### src/rtl/riscv_pkg.sv
// Shared constants for the R-type execution sequencer:
// opcode, ALU control codes and FSM state encodings.
package riscv_pkg;

  localparam logic [6:0] OPC_R_TYPE = 7'b0110011;

  localparam logic [3:0] ALU_ADD  = 4'b0000;
  localparam logic [3:0] ALU_SUB  = 4'b1000;
  localparam logic [3:0] ALU_SLL  = 4'b0001;
  localparam logic [3:0] ALU_SLT  = 4'b0010;
  localparam logic [3:0] ALU_SLTU = 4'b0011;
  localparam logic [3:0] ALU_XOR  = 4'b0100;
  localparam logic [3:0] ALU_SRL  = 4'b0101;
  localparam logic [3:0] ALU_SRA  = 4'b1101;
  localparam logic [3:0] ALU_OR   = 4'b0110;
  localparam logic [3:0] ALU_AND  = 4'b0111;

  localparam logic [6:0] F7_BASE = 7'b0000000;
  localparam logic [6:0] F7_ALT  = 7'b0100000;

  typedef enum logic [2:0] {
    IDLE,
    FETCH,
    DECODE,
    EXEC,
    WB,
    HALT
  } state_t;

endpackage

### src/rtl/r_type_exec_sequencer_if.sv
// Instruction-memory fetch port: req held until ack,
// data valid in the ack cycle.
interface r_type_exec_sequencer_if #(
  parameter int PC_W = 32
) ();

  logic            imem_req;
  logic [PC_W-1:0] imem_addr;
  logic            imem_ack;
  logic [31:0]     imem_rdata;

  modport master (
    output imem_req,
    output imem_addr,
    input  imem_ack,
    input  imem_rdata
  );

  modport slave (
    input  imem_req,
    input  imem_addr,
    output imem_ack,
    output imem_rdata
  );

endinterface

### src/rtl/r_type_decode.sv
// Combinational R-type decoder: funct7/funct3/opcode to
// {funct7[5],funct3} ALU code plus a legality flag.
module r_type_decode
  import riscv_pkg::*;
(
  input  logic [6:0] funct7,
  input  logic [2:0] funct3,
  input  logic [6:0] opcode,
  output logic [3:0] alu_ctrl,
  output logic       legal
);

  always_comb begin
    alu_ctrl = {funct7[5], funct3};
    legal    = 1'b0;
    if (opcode == OPC_R_TYPE) begin
      unique case (1'b1)
        (funct7 == F7_BASE): legal = 1'b1;
        (funct7 == F7_ALT):
          legal = (funct3 == 3'b000) ||
                  (funct3 == 3'b101);
        default: legal = 1'b0;
      endcase
    end
  end

endmodule

### src/rtl/r_type_exec_sequencer.sv
// Multi-cycle R-type sequencer: FETCH/DECODE/EXEC/WB
// over a req/ack imem port, halting on illegal words.
module r_type_exec_sequencer
  import riscv_pkg::*;
#(
  parameter int              PC_W     = 32,
  parameter logic [PC_W-1:0] RESET_PC = '0
) (
  input  logic            clk,
  input  logic            rst_n,
  input  logic            start,
  input  logic            stop,
  r_type_exec_sequencer_if.master imem,
  output logic [4:0]      rs1_addr,
  output logic [4:0]      rs2_addr,
  output logic [4:0]      rd_addr,
  output logic [3:0]      alu_ctrl,
  output logic            reg_write,
  output logic            retired,
  output logic            illegal,
  output logic            busy,
  output logic [PC_W-1:0] pc
);

  state_t      state;
  logic [31:0] ir;
  logic        req;
  logic [3:0]  dec_alu;
  logic        dec_legal;

  r_type_decode u_dec (
    .funct7   (ir[31:25]),
    .funct3   (ir[14:12]),
    .opcode   (ir[6:0]),
    .alu_ctrl (dec_alu),
    .legal    (dec_legal)
  );

  assign rs1_addr       = ir[19:15];
  assign rs2_addr       = ir[24:20];
  assign rd_addr        = ir[11:7];
  assign imem.imem_req  = req;
  assign imem.imem_addr = pc;

  always_ff @(posedge clk or negedge rst_n) begin
    if (!rst_n) begin
      state     <= IDLE;
      pc        <= RESET_PC;
      ir        <= '0;
      alu_ctrl  <= '0;
      req       <= 1'b0;
      reg_write <= 1'b0;
      retired   <= 1'b0;
      illegal   <= 1'b0;
      busy      <= 1'b0;
    end else begin
      reg_write <= 1'b0;
      retired   <= 1'b0;
      unique case (state)
        IDLE, HALT: begin
          if (start) begin
            state   <= FETCH;
            pc      <= RESET_PC;
            illegal <= 1'b0;
            busy    <= 1'b1;
            req     <= 1'b1;
          end
        end
        FETCH: begin
          if (imem.imem_ack) begin
            ir    <= imem.imem_rdata;
            req   <= 1'b0;
            state <= DECODE;
          end
        end
        DECODE: begin
          if (dec_legal) begin
            alu_ctrl <= dec_alu;
            state    <= EXEC;
          end else begin
            illegal <= 1'b1;
            busy    <= 1'b0;
            state   <= HALT;
          end
        end
        EXEC: begin
          // strobes are registered so they line up with WB
          reg_write <= (rd_addr != 5'd0);
          retired   <= 1'b1;
          state     <= WB;
        end
        WB: begin
          pc <= pc + PC_W'(4);
          if (stop) begin
            busy  <= 1'b0;
            state <= IDLE;
          end else begin
            req   <= 1'b1;
            state <= FETCH;
          end
        end
        default: state <= IDLE;
      endcase
    end
  end

endmodule

### src/flat_wrapper.sv
// flat-port wrapper written by rule: the top's interface ports become plain ports
module r_type_exec_sequencer_flat import riscv_pkg::*;
#(
  parameter int              PC_W     = 32,
  parameter logic [PC_W-1:0] RESET_PC = '0
)
  (clk, rst_n, start, stop, rs1_addr, rs2_addr, rd_addr, alu_ctrl, reg_write, retired, illegal, busy, pc, imem_imem_req, imem_imem_addr, imem_imem_ack, imem_imem_rdata);
  r_type_exec_sequencer_if #(.PC_W(PC_W)) imem_i ();
  input  logic clk;
  input  logic rst_n;
  input  logic start;
  input  logic stop;
  output logic [4:0] rs1_addr;
  output logic [4:0] rs2_addr;
  output logic [4:0] rd_addr;
  output logic [3:0] alu_ctrl;
  output logic reg_write;
  output logic retired;
  output logic illegal;
  output logic busy;
  output logic [PC_W-1:0] pc;
  output wire logic [$bits(imem_i.imem_req)-1:0] imem_imem_req;
  output wire logic [$bits(imem_i.imem_addr)-1:0] imem_imem_addr;
  input wire logic [$bits(imem_i.imem_ack)-1:0] imem_imem_ack;
  input wire logic [$bits(imem_i.imem_rdata)-1:0] imem_imem_rdata;
  assign imem_imem_req = imem_i.imem_req;
  assign imem_imem_addr = imem_i.imem_addr;
  assign imem_i.imem_ack = imem_imem_ack;
  assign imem_i.imem_rdata = imem_imem_rdata;
  r_type_exec_sequencer #(.PC_W(PC_W), .RESET_PC(RESET_PC)) u_core (.clk(clk), .rst_n(rst_n), .start(start), .stop(stop), .imem(imem_i), .rs1_addr(rs1_addr), .rs2_addr(rs2_addr), .rd_addr(rd_addr), .alu_ctrl(alu_ctrl), .reg_write(reg_write), .retired(retired), .illegal(illegal), .busy(busy), .pc(pc));
endmodule
### config.mk
export PLATFORM = sky130hd
export DESIGN_NAME = r_type_exec_sequencer_flat
export DESIGN_NICKNAME = d
export VERILOG_FILES = /design/src/rtl/riscv_pkg.sv /design/src/rtl/r_type_exec_sequencer_if.sv /design/src/rtl/r_type_decode.sv /design/src/rtl/r_type_exec_sequencer.sv /design/src/flat_wrapper.sv
export SDC_FILE = /design/constraint.sdc
export NUM_CORES = 1
export LEC_CHECK = 0
export CORE_MARGIN = 5
export CORE_UTILIZATION = 50
export CTS_CLUSTER_SIZE = 30
export DETAILED_ROUTE_END_ITERATION = 6
export GPL_TIMING_DRIVEN = 1
export PLACE_DENSITY = 0.95
export SYNTH_ARGS = -nofsm -noshare
export SYNTH_HDL_FRONTEND = slang
export SYNTH_SLANG_ARGS = --single-unit
### constraint.sdc
create_clock -name clk -period 3.1 [get_ports clk]
set_input_delay 0.62 -clock clk [delete_from_list [all_inputs] [get_ports clk]]
set_output_delay 0.62 -clock clk [all_outputs]
set_load 0.05 [all_outputs]
==> summary.txt <==
Net load switching power: 1.46 mW
GRT Util Overall: 0.186
Worst min path class: in2async
Post-synth ARST share: 1.00
Unrepaired setup endpoints after global routing: false
Share of layout cells above drive strength 1: 0.151
Core area: 7290 um2
TritonCTS clock tree: yes
Max IR drop VDD: 0.555 mV
Clk_skew: 0.0115 ns
Flop pwr share: 0.380
Final Hold Vio Count: 0
WP data required: 3.32 ns
Worst-skew pair later-pin latency: 0.34 ns
Status: complete, no violations
Min cycle time layout: 2.33 ns
Final core utilization: 0.677
Kind of critical path: in2reg
Router iterations before antenna repair: 4
PD cells: 764 nW/um2
# resized after CTS: 0
Clock network fraction of total power: 0.214
Main flop type after synthesis: dfrtp_1
CTS Buffer Depth: 2
Fin. max-slew vios: 0
Combinational share of power: 0.406
Slowest-stage cell, CP: and3b_1
Initial antenna violation count: 0
Setup ws final: 0.770 ns
Num Clock Sinks: 74
Most common cell after layout, fill and taps aside: clkdlybuf4s50_1
Setup Viol. Count Final: 0
Cell variety after synth: 46
Max-cap violations: 0
Hold_buf cts: 0
Cell Area, Synth: 3770 um2
FF+latch count, synth: 74
Total Wirelength: 8.50 mm
DR WL/cell: 16.2 um
Port Buffer Count: 120
P_int: 2.31 mW
Die Wd: 96.8 um
DP Area: 4720 um2
Initial core utilization: 0.517
Clk root buf: clkbuf_8
Setup WS pre-CTS: 0.470 ns
Switch share: 0.387
Fillers: 580
Ant. Diodes: 0
Setup TNS: 0 ns
Overflow after GRT: 0
Relative slew slack: 0.449
Layout Nets: 457
Nature of the critical path startpoint: primary input
Detailed Route Iter0 Violations: 78
Full die area: 9370 um2
Leakage: 2.14 nW
Mapped Avg Cell Area: 11.0 um2
Clock slew at reported path FFs: 0.07 ns
Leading cell types in the layout, fill and taps excluded: clkdlybuf4s50_1 (119), dfrtp_1 (74), nand2_1 (32), mux2_2 (32), mux2i_1 (17)
Largest net degree at the start of global routing: 40
Warnings from Yosys: 0
Critical path arrival: 2.55 ns
Chip height: 96.8 um
Setup Buffers After CTS: 0
DRC: 0
CTS H-tree depth: 3
EDFF count, synth: 0
Cell Chain, Critical Path: clkdlybuf4s50_1 -> nor2b_1 -> and3b_1 -> buf_12 -> mux2_2
# rows: 31
Num CTS Buffers: 9
Crit Path Max Fanout: 22
Max incr delay on CP: 0.61 ns
I/O pins: 125
FMAX: 0.429 GHz
Slew at the pin closest to its max-slew limit: 0.827 ns
Antenna-violating nets left: 0
Total power: 3.77 mW
Setup crit end kind: flop
Number of global-route vias before repair: 2972
Layout area overhead: 31.0%
Via/cell ratio: 5.30
Reg area: 1850 um2
Final instance area: 4930 um2
First-pass GRT wire length: 14.6 mm
Routed via count: 2771
Seq/Total Area, Yosys: 0.492
Cell count after synthesis: 342
Multi-input gate area: 1490 um2
Fin crit share: 0.751
GPL Wtd Cong: 0.811
HPWL Detailed: 6.41 mm
-- cell families after synthesis --
family / share of synthesized area
buffers and inverters: 0.117
AND/OR/NAND/NOR: 0.167
XOR/XNOR: 0.0116
other: 0.000995
multiplexers: 0.157
AO/OA/AOI/OAI: 0.0521
flip-flops: 0.492
adder cells (fa/ha/maj): 0.00332
-- final cells by class --
| class | instances | area share |
|---|---|---|
| repair buffers | 123 | 0.252 |
| inverters | 3 | 0.00228 |
| clock buffers | 9 | 0.0251 |
| well taps | 99 | 0.0251 |
| clock inverters | 7 | 0.0188 |
| flip-flops and latches | 74 | 0.375 |
| multi-input cells | 208 | 0.301 |
-- power groups by stage --
stage / logic (mW) / registers [mW] / clock network, mW
floorplan: 1.17 / 1.47 / 0
global placement: 1.49 / 1.43 / 0
detailed placement: 1.54 / 1.45 / 0
CTS: 1.54 / 1.43 / 0.829
global route: 1.63 / 1.47 / 0.886
finish: 1.53 / 1.43 / 0.807
-- registers in the layout, summed over array words and instances, names as in the netlist --
name                   flops
u_core.reg_write           1
u_core.state               3
u_core.illegal             1
u_core.imem.imem_req       1
u_core.alu_ctrl            4
u_core.imem.imem_addr     30
u_core.retired             1
u_core.ir                 32
u_core.busy                1
-- layer usage --
| metal | share of wire | global-route usage | vias to the layer above | wire length (um) |
|---|---|---|---|---|
| li1 | - | - | 1307 | - |
| met1 | 0.39 | 0.215 | 1329 | 3320 |
| met2 | 0.50 | 0.312 | 122 | 4220 |
| met3 | 0.096 | 0.0727 | 13 | 818 |
| met4 | 0.016 | 0.0702 | 0 | 133 |
| met5 | 0 | 0 | - | 0 |
-- cells in the mapped netlist (2+ instances only) --
cell | count | area share
o21a_1 | 2 | 0.0040
o21ai_0 | 11 | 0.015
nand3_1 | 11 | 0.015
and4_1 | 3 | 0.0070
nand4_1 | 10 | 0.017
mux2_4 | 4 | 0.016
a21oi_1 | 8 | 0.011
a211o_1 | 2 | 0.0047
nand2_1 | 32 | 0.032
buf_4 | 49 | 0.098
nor3_1 | 7 | 0.0093
nor3b_1 | 2 | 0.0040
a211oi_1 | 2 | 0.0040
dfrtp_1 | 74 | 0.49
o21bai_1 | 2 | 0.0040
o22ai_1 | 2 | 0.0033
xnor2_1 | 4 | 0.0093
nor2_1 | 16 | 0.016
a22o_1 | 2 | 0.0047
buf_2 | 9 | 0.012
nor4_1 | 4 | 0.0066
and3_1 | 5 | 0.0083
nor3_2 | 2 | 0.0053
mux2_2 | 32 | 0.096
mux2i_1 | 17 | 0.045
and2_1 | 4 | 0.0066
inv_1 | 3 | 0.0030
nor2b_1 | 5 | 0.0083
-- final timing paths --
| check | from | endpoint | slack (ns) | cells after the start |
|---|---|---|---|---|
| max | imem_imem_ack | u_core.ir[12]$_DFFE_PN0P_ | 0.77 | 5 |
| min | rst_n | u_core.ir[4]$_DFFE_PN0P_ | 0.38 | 1 |
| max reg2reg | u_core.state[2]$_DFFE_PN0P_ | u_core.ir[12]$_DFFE_PN0P_ | 0.95 | 4 |
| min reg2reg | u_core.illegal$_DFFE_PN0P_ | u_core.illegal$_DFFE_PN0P_ | 0.50 | 1 |
| max in group asynchronous | rst_n | u_core.imem.imem_req$_DFFE_PN0P_ | 2.04 | 2 |
| min in group clk | u_core.illegal$_DFFE_PN0P_ | u_core.illegal$_DFFE_PN0P_ | 0.50 | 1 |
-- stage by stage --
stage          hold WS, ns  cells
2_1_floorplan        0.324    345
3_3_place_gp         0.476    507
3_5_place_dp         0.489    507
4_1_cts              0.385    523
5_1_grt              0.423    523
6_report             0.377    523
-- worst max-delay path: cells and delay by family --
family / cells / cell delay, ns
AND/OR/NAND/NOR: 2 / 0.84
buffers and inverters: 2 / 0.72
multiplexers: 1 / 0.35
No activity file was read; power rests on OpenSTA's default activity.
